<file path="src/rtl/mac_alu_if.sv">
// Operand/result bundle for mac_alu: the master drives operands and the valid strobe,
// and the slave returns the accumulator value.
interface mac_alu_if #(
  parameter int IN_W  = 16,
  parameter int ACC_W = 39
);
  logic [IN_W-1:0]  X;
  logic [IN_W-1:0]  B;
  logic             valid_in;
  logic [ACC_W-1:0] y;

  modport master (output X, output B, output valid_in, input y);
  modport slave  (input X, input B, input valid_in, output y);
endinterface

</file>
<file path="src/rtl/mac_alu.sv">
// Unsigned multiply-accumulate: acc += X*B on each valid edge; y is the accumulator register.
// Define MAC_ALU_SAT_EN to clamp to all ones on overflow instead of wrapping modulo 2^ACC_W.
module mac_alu #(
  parameter int IN_W  = 16,
  parameter int ACC_W = 39
) (
  input  logic      clk,
  input  logic      R,
  mac_alu_if.slave  bus
);
  localparam int PROD_W = 2 * IN_W;

  logic [PROD_W-1:0] pp [IN_W];
  logic [PROD_W-1:0] product;
  logic [ACC_W:0]    sum_ext;
  logic [ACC_W-1:0]  acc_reg;
  logic [ACC_W-1:0]  acc_next;

  // One shifted copy of X per multiplier bit, gated by that bit.
  genvar gi;
  generate
    for (gi = 0; gi < IN_W; gi++) begin : g_pp
      assign pp[gi] = bus.B[gi] ? ({{IN_W{1'b0}}, bus.X} << gi) : '0;
    end
  endgenerate

  always_comb begin
    product = '0;
    for (int i = 0; i < IN_W; i++) begin
      product = product + pp[i];
    end
  end

  // One extra bit on top of the accumulator exposes the carry out of the add.
  assign sum_ext = {1'b0, acc_reg} + {{(ACC_W + 1 - PROD_W){1'b0}}, product};

`ifdef MAC_ALU_SAT_EN
  always_comb begin
    acc_next = acc_reg;
    if (bus.valid_in) begin
      acc_next = sum_ext[ACC_W] ? '1 : sum_ext[ACC_W-1:0];
    end
  end
`else
  logic unused_carry;
  assign unused_carry = sum_ext[ACC_W];

  always_comb begin
    acc_next = acc_reg;
    if (bus.valid_in) begin
      acc_next = sum_ext[ACC_W-1:0];
    end
  end
`endif

  always_ff @(posedge clk) begin
    if (R) begin
      acc_reg <= '0;
    end else begin
      acc_reg <= acc_next;
    end
  end

  assign bus.y = acc_reg;
endmodule

</file>
<file path="src/flat_wrapper.sv">
// flat-port wrapper written by rule: the top's interface ports become plain ports
module mac_alu_flat 
#(
  parameter int IN_W  = 16,
  parameter int ACC_W = 39
)
  (clk, R, bus_X, bus_B, bus_valid_in, bus_y);
  mac_alu_if #(.IN_W(IN_W), .ACC_W(ACC_W)) bus_i ();
  input  logic clk;
  input  logic R;
  input wire logic [$bits(bus_i.X)-1:0] bus_X;
  input wire logic [$bits(bus_i.B)-1:0] bus_B;
  input wire logic [$bits(bus_i.valid_in)-1:0] bus_valid_in;
  output wire logic [$bits(bus_i.y)-1:0] bus_y;
  assign bus_i.X = bus_X;
  assign bus_i.B = bus_B;
  assign bus_i.valid_in = bus_valid_in;
  assign bus_y = bus_i.y;
  mac_alu #(.IN_W(IN_W), .ACC_W(ACC_W)) u_core (.clk(clk), .R(R), .bus(bus_i));
endmodule
</file>
<file path="config.mk">
export PLATFORM = sky130hd
export DESIGN_NAME = mac_alu_flat
export DESIGN_NICKNAME = d
export VERILOG_FILES = /design/src/rtl/mac_alu_if.sv /design/src/rtl/mac_alu.sv /design/src/flat_wrapper.sv
export SDC_FILE = /design/constraint.sdc
export NUM_CORES = 1
export LEC_CHECK = 0
export ABC_CLOCK_PERIOD_IN_PS = 8300
export BUFFER_PORTS_ARGS = -buffer_cell sky130_fd_sc_hd__buf_2
export CAP_MARGIN = 20
export CORE_MARGIN = 1
export CORE_UTILIZATION = 55
export DETAILED_ROUTE_END_ITERATION = 12
export PLACE_DENSITY = 0.76
export SYNTH_ARGS = -nofsm -noshare
export SYNTH_HDL_FRONTEND = slang
export SYNTH_SLANG_ARGS = --single-unit
</file>
<file path="constraint.sdc">
create_clock -name clk -period 8.3 [get_ports clk]
set_input_delay 1.245 -clock clk [delete_from_list [all_inputs] [get_ports clk]]
set_output_delay 1.245 -clock clk [all_outputs]
set_load 0.01 [all_outputs]
</file>
# After elaboration in Yosys (flattened, before gate mapping)
# Cells that the tools add are included.
# totals
reg_bits	39
out_inout_bits	39
word_cells	33
# op_classes
n_addsub	16
muxes	16
# ops
op	count
adder 32 bit	9
adder 39 x 32 -> 39 bit	1
adder 32 x 26 -> 32 bit	1
adder 32 x 27 -> 32 bit	1
adder 32 x 28 -> 32 bit	1
adder 32 x 29 -> 32 bit	1
adder 32 x 30 -> 32 bit	1
adder 32 x 31 -> 32 bit	1
two-way mux 31 bit	1
two-way mux 30 bit	1
two-way mux 29 bit	1
two-way mux 28 bit	1
two-way mux 27 bit	1
two-way mux 26 bit	1
two-way mux 25 bit	1
two-way mux 24 bit	1
two-way mux 23 bit	1
two-way mux 22 bit	1
two-way mux 21 bit	1
two-way mux 20 bit	1
two-way mux 19 bit	1
two-way mux 18 bit	1
two-way mux 17 bit	1
two-way mux 16 bit	1

# Logic depth before layout (Yosys ltp)
# depth
depth_word	17
ltp_mapped	31
depth_no_buf	30

# Worst setup path after synthesis
# Ideal clock, no wire load.
# synth_path
path_kind	in2reg
from	in bus_B[1]
to	reg u_core.acc_reg[34] (netlist: u_core.bus.y[34])
setup_time_ns	0.134
t_arrival_ns	8.314
required_ns	8.166
slack_ns	-0.149
stages	26
path_buffers	1
path_cell_list	clkbuf_1 nand2_1 fa_1 fa_1 inv_1 fa_1 fa_1 fa_1 inv_1 fa_1 inv_1 ha_1 a21o_1 a21o_1 a21oi_1 a21oi_1 o211ai_1 o21ai_0 or4b_2 nand4b_1 ha_1 a21o_1 a211oi_1 o21ai_4 and4_2 or4_1
# synth_between
elab_chain_len	17
# synth_rtl
element	line_no	text
start: declaration	flat_wrapper.sv:12	input wire logic [$bits(bus_i.B)-1:0] bus_B;
two-way mux 17 bit	mac_alu.sv:23	assign pp[gi] = bus.B[gi] ? ({{IN_W{1'b0}}, bus.X} << gi) : '0;
adder 32 bit (9 in a row)	mac_alu.sv:30	product = product + pp[i];
adder 32 x 26 -> 32 bit	mac_alu.sv:30	
adder 32 x 27 -> 32 bit	mac_alu.sv:30	
adder 32 x 28 -> 32 bit	mac_alu.sv:30	
adder 32 x 29 -> 32 bit	mac_alu.sv:30	
adder 32 x 30 -> 32 bit	mac_alu.sv:30	
adder 32 x 31 -> 32 bit	mac_alu.sv:30	
adder 39 x 32 -> 39 bit	mac_alu.sv:35	assign sum_ext = {1'b0, acc_reg} + {{(ACC_W + 1 - PROD_W){1'b0}}, product};
end signal: assignment	mac_alu.sv:60	acc_reg <= acc_next;
end: declaration	mac_alu.sv:16	logic [ACC_W-1:0] acc_reg;
# No other way between the ends.
# A chain may end at the register's enable or synchronous reset.

# Worst setup path in the final report
# layout_path
from	in bus_B[2]
to	reg u_core.acc_reg[34] (netlist: u_core.bus.y[34])
# layout_between
elab_chain_len	16
# layout_rtl
element	line_no
two-way mux 18 bit	mac_alu.sv:23
adder 32 bit (8 in a row)	mac_alu.sv:30
adder 32 x 26 -> 32 bit	mac_alu.sv:30
adder 32 x 27 -> 32 bit	mac_alu.sv:30
adder 32 x 28 -> 32 bit	mac_alu.sv:30
adder 32 x 29 -> 32 bit	mac_alu.sv:30
adder 32 x 30 -> 32 bit	mac_alu.sv:30
adder 32 x 31 -> 32 bit	mac_alu.sv:30
adder 39 x 32 -> 39 bit	mac_alu.sv:35
# No other way between the ends.

==> summary by stage <==
Detailed routing
Once detail routing completed, the nets flagged for antenna violations numbered 0. In the routed layout, each cell is associated on average with a via count of 5.55. The detail-routed net length per standard cell is around 16 µm. The detailed-route via count is 9849. The total detailed-routing wirelength is 27700 µm. The first routing iteration left 559 violations. For this run, design rule violations remaining after detail routing come to 0.

The first-pass iteration count of the detailed router is 9.

Synth
The cell count after synthesis came out at 1335. The number of distinct library cells after synthesis is 68. The most used flip-flop cell after synthesis is sky130_fd_sc_hd__dfxtp_1. The number of synthesized flops with an enable pin is 0. The share of the Yosys chip area taken by registers is under 10%.

The largest area contributor in the synthesized netlist is sky130_fd_sc_hd__fa_1. Sorting the synthesized cells by how often they occur yields sky130_fd_sc_hd__inv_1 (201), sky130_fd_sc_hd__fa_1 (199), sky130_fd_sc_hd__nand2_1 (186). The synthesized flop and latch total is 39.

The Yosys step of the flow raised 0 warnings. The most instantiated library cell after synthesis is sky130_fd_sc_hd__inv_1. The area share of the largest cell type after synthesis is 34.4%. The cell area after synthesis is 11600 µm². The number of nets in the synthesized netlist is 1701.

A synthesized cell averages 8.67 µm². Yosys attributes the largest share of cell area to sky130_fd_sc_hd__fa_1 (34%), sky130_fd_sc_hd__ha_1 (14%), sky130_fd_sc_hd__dfxtp_1 (6.7%), sky130_fd_sc_hd__inv_1 (6.5%), sky130_fd_sc_hd__and2_1 (6.4%). The share of synthesized flip-flops with an asynchronous set or reset is 0%.

Timing
Setup violations remaining at the end of the flow were counted as 0. The number of endpoints with negative hold slack in the final report was 0. The worst slew margin relative to its limit is 46.3%. Hold is met by 0.504 ns.

The transition time of the tightest slew-check pin is roughly 0.8 ns. The final period utilization is a little over nine tenths. The number of pins with negative max-slew slack in the final report is 0. The highest attainable clock frequency is 123 MHz.

The worst clock skew is 0.00423 ns. The worst path in the final design needs a cycle of 8.10 ns, including I/O delays and setup.

Run status
The flow ran to the end, and the final reports show no timing, DRC or antenna violations.

GRT
The number of antenna violations at the first check in global routing is 0. The first global-routing pass estimated ~46000 µm of wire. The overall fraction of global-route tracks in use is between 20% and 30%. The aggregate global routing overflow is 0. The number of global-route vias before repair is 10200. Entering global routing, the biggest net connects 43 pins.

Layout
The count of nets after finishing is around 1900. The signed area change from the synthesized netlist to the final layout is 16.6%. The final antenna diode count is 0.

The fraction of final layout cells sized beyond drive strength 1 is 18.6%. The number of filler cells placed in the layout is 1657. The register with the most flip-flops in the layout has 39 of them.

Critical path
The reg-to-reg startpoint is u_core.bus.y[0]$_SDFFE_PP0P_. The critical register-to-register path endpoint is u_core.bus.y[34]$_SDFFE_PP0P_. For the worst setup path, the data required time is 8.46 ns. The highest fanout seen on the critical path is 7. The capturing element type of the critical path is a flip-flop.

The worst setup path is of the in -> reg kind. The category of the worst setup path launch point is an input port. The cell depth of the worst flop-to-flop path is 10. The setup slack of the most critical reg-to-reg path is 5.27 ns. STA puts the critical path data arrival time at 8.26 ns.

Hold path
The min-delay analysis places its worst path in the category reg -> reg. The endpoint of the worst hold path is u_core.bus.y[2]$_SDFFE_PP0P_. In this run the most critical hold path is launched from u_core.bus.y[2]$_SDFFE_PP0P_. The hold path depth is 2.

Clocking
The clock reaches the later pin of the worst-skew pair after roughly 0.28 ns. In this run the number of H-tree levels came out at 2. The clock transition at the registers of the reported paths is 0.06 ns. The number of buffers between clock root and the deepest sink is 2. The total clock sinks is 39. TritonCTS created 5 clock buffers. The tree is rooted in a sky130_fd_sc_hd__clkbuf_16. The clock tree from TritonCTS is built.

Floorplanning
The total number of placement rows is 52. Measured along the x axis, the die boundary spans approximately 150 µm. The vertical die dimension is about 150 µm. Once the floorplan was initialized, standard cells occupied 56.7% of the core.

The core region is 20400 µm². The die area is 21600 µm². The boundary pin count is 74.

Run
Across the run, the number of max-cap violations was 0.

Placed design
The HPWL after detailed placement is 23600 µm. Buffers placed on the I/O ports in this run total 73. The routability congestion estimate is 0.913.
==> cell type report <==
class / instances / area (µm²) / area share, %
Tap cell: 270 / 338 / 2.50
Inverter: 203 / 762 / 5.65
Clock buffer: 5 / 125 / 0.927
Clock inverter: 3 / 15.0 / 0.111
Multi-Input combinational cell: 1042 / 10000 / 74.1
Timing Repair Buffer: 212 / 1470 / 10.9
Sequential cell: 39 / 781 / 5.79
==> layer usage <==
layer	wire (µm)	GRT usage, %	vias to the layer above
met1	11300	32.7	4922
li1	-	-	4628
met4	709	6.60	0
met2	14600	47.9	245
met5	0	0	-
met3	1030	2.86	54
==> logic make-up after synthesis <==
family / count (synthesis) / synth area share (%)
buffers and inverters: 254 / 8.66
adder cells (fa/ha/maj): 331 / 48.7
XOR/XNOR: 48 / 3.63
AO/OA/AOI/OAI: 206 / 12.2
multiplexers: 18 / 1.60
flip-flops: 39 / 6.75
AND/OR/NAND/NOR: 439 / 18.5
==> through the flow <==
| stage | cell area, µm² | utilization (%) | worst slack (ns) | TNS, ns | cells |
|---|---|---|---|---|---|
| after floorplan | 11600 | - | 0.00222 | 0 | 1335 |
| after global placement | 13100 | 64.0 | -0.158 | -0.353 | 1763 |
| after detailed placement | 13100 | 64.0 | -0.299 | -1.65 | 1763 |
| after CTS | 13200 | 64.7 | 0.0210 | 0 | 1771 |
| after global routing | 13500 | 66.0 | -0.0476 | -0.0867 | 1774 |
| final | 13500 | 66.0 | 0.199 | 0 | 1774 |
==> worst max path at each step <==
stage	from	end	slack, ns	depth (start not counted)
2_1_floorplan	bus_X[11]	u_core.bus.y[34]$_SDFFE_PP0P_	0.002	27
3_3_place_gp	bus_B[4]	u_core.bus.y[34]$_SDFFE_PP0P_	-0.16	27
3_5_place_dp	bus_X[3]	u_core.bus.y[34]$_SDFFE_PP0P_	-0.30	30
4_1_cts	bus_B[7]	u_core.bus.y[34]$_SDFFE_PP0P_	0.02	26
5_1_grt	bus_X[11]	u_core.bus.y[34]$_SDFFE_PP0P_	-0.05	30
6_report	bus_B[2]	u_core.bus.y[34]$_SDFFE_PP0P_	0.20	25
==> cells in the final DEF (no fill, tap or decap), types with 12 or more instances in the layout <==
cell and count:
sky130_fd_sc_hd__nand2_1 186, sky130_fd_sc_hd__dfxtp_1 39, sky130_fd_sc_hd__a21oi_1 48, sky130_fd_sc_hd__buf_4 142
sky130_fd_sc_hd__xnor2_1 35, sky130_fd_sc_hd__o21ai_0 26, sky130_fd_sc_hd__nor2_1 62, sky130_fd_sc_hd__and2_1 115
sky130_fd_sc_hd__fa_1 194, sky130_fd_sc_hd__ha_1 127, sky130_fd_sc_hd__xor2_1 12, sky130_fd_sc_hd__inv_1 201
sky130_fd_sc_hd__a21o_1 29, sky130_fd_sc_hd__nand3_1 12, sky130_fd_sc_hd__buf_2 59, sky130_fd_sc_hd__mux2i_1 14
==> worst max-delay path, stage by stage <==
cell and delay [ns]:
sky130_fd_sc_hd__buf_2 0.16, sky130_fd_sc_hd__buf_4 0.17, sky130_fd_sc_hd__and2_1 0.17, sky130_fd_sc_hd__fa_1 0.53, sky130_fd_sc_hd__inv_1 0.05, sky130_fd_sc_hd__fa_1 0.41
sky130_fd_sc_hd__fa_1 0.57, sky130_fd_sc_hd__inv_1 0.06, sky130_fd_sc_hd__fa_1 0.50, sky130_fd_sc_hd__fa_1 0.41, sky130_fd_sc_hd__fa_1 0.45, sky130_fd_sc_hd__ha_4 0.28
sky130_fd_sc_hd__a21o_1 0.16, sky130_fd_sc_hd__a21o_1 0.20, sky130_fd_sc_hd__a21oi_2 0.18, sky130_fd_sc_hd__a21oi_2 0.09, sky130_fd_sc_hd__o211ai_1 0.25, sky130_fd_sc_hd__o21ai_1 0.11
sky130_fd_sc_hd__or4b_2 0.60, sky130_fd_sc_hd__nand4b_1 0.16, sky130_fd_sc_hd__ha_1 0.28, sky130_fd_sc_hd__a21o_1 0.23, sky130_fd_sc_hd__or2b_2 0.30, sky130_fd_sc_hd__and4_2 0.22
sky130_fd_sc_hd__or4_1 0.48
==> what timing repair did <==
action                                  CTS  global route
endpoints found under the setup margin    1            11
pin swaps                                 0            26
hold buffers                              0             0
resized for setup                         1            70
cloned                                    0             0
setup buffers                             0             3
Power is not shown: default switching activity piles up to over one toggle a cycle in this logic, so the estimate is an artifact.
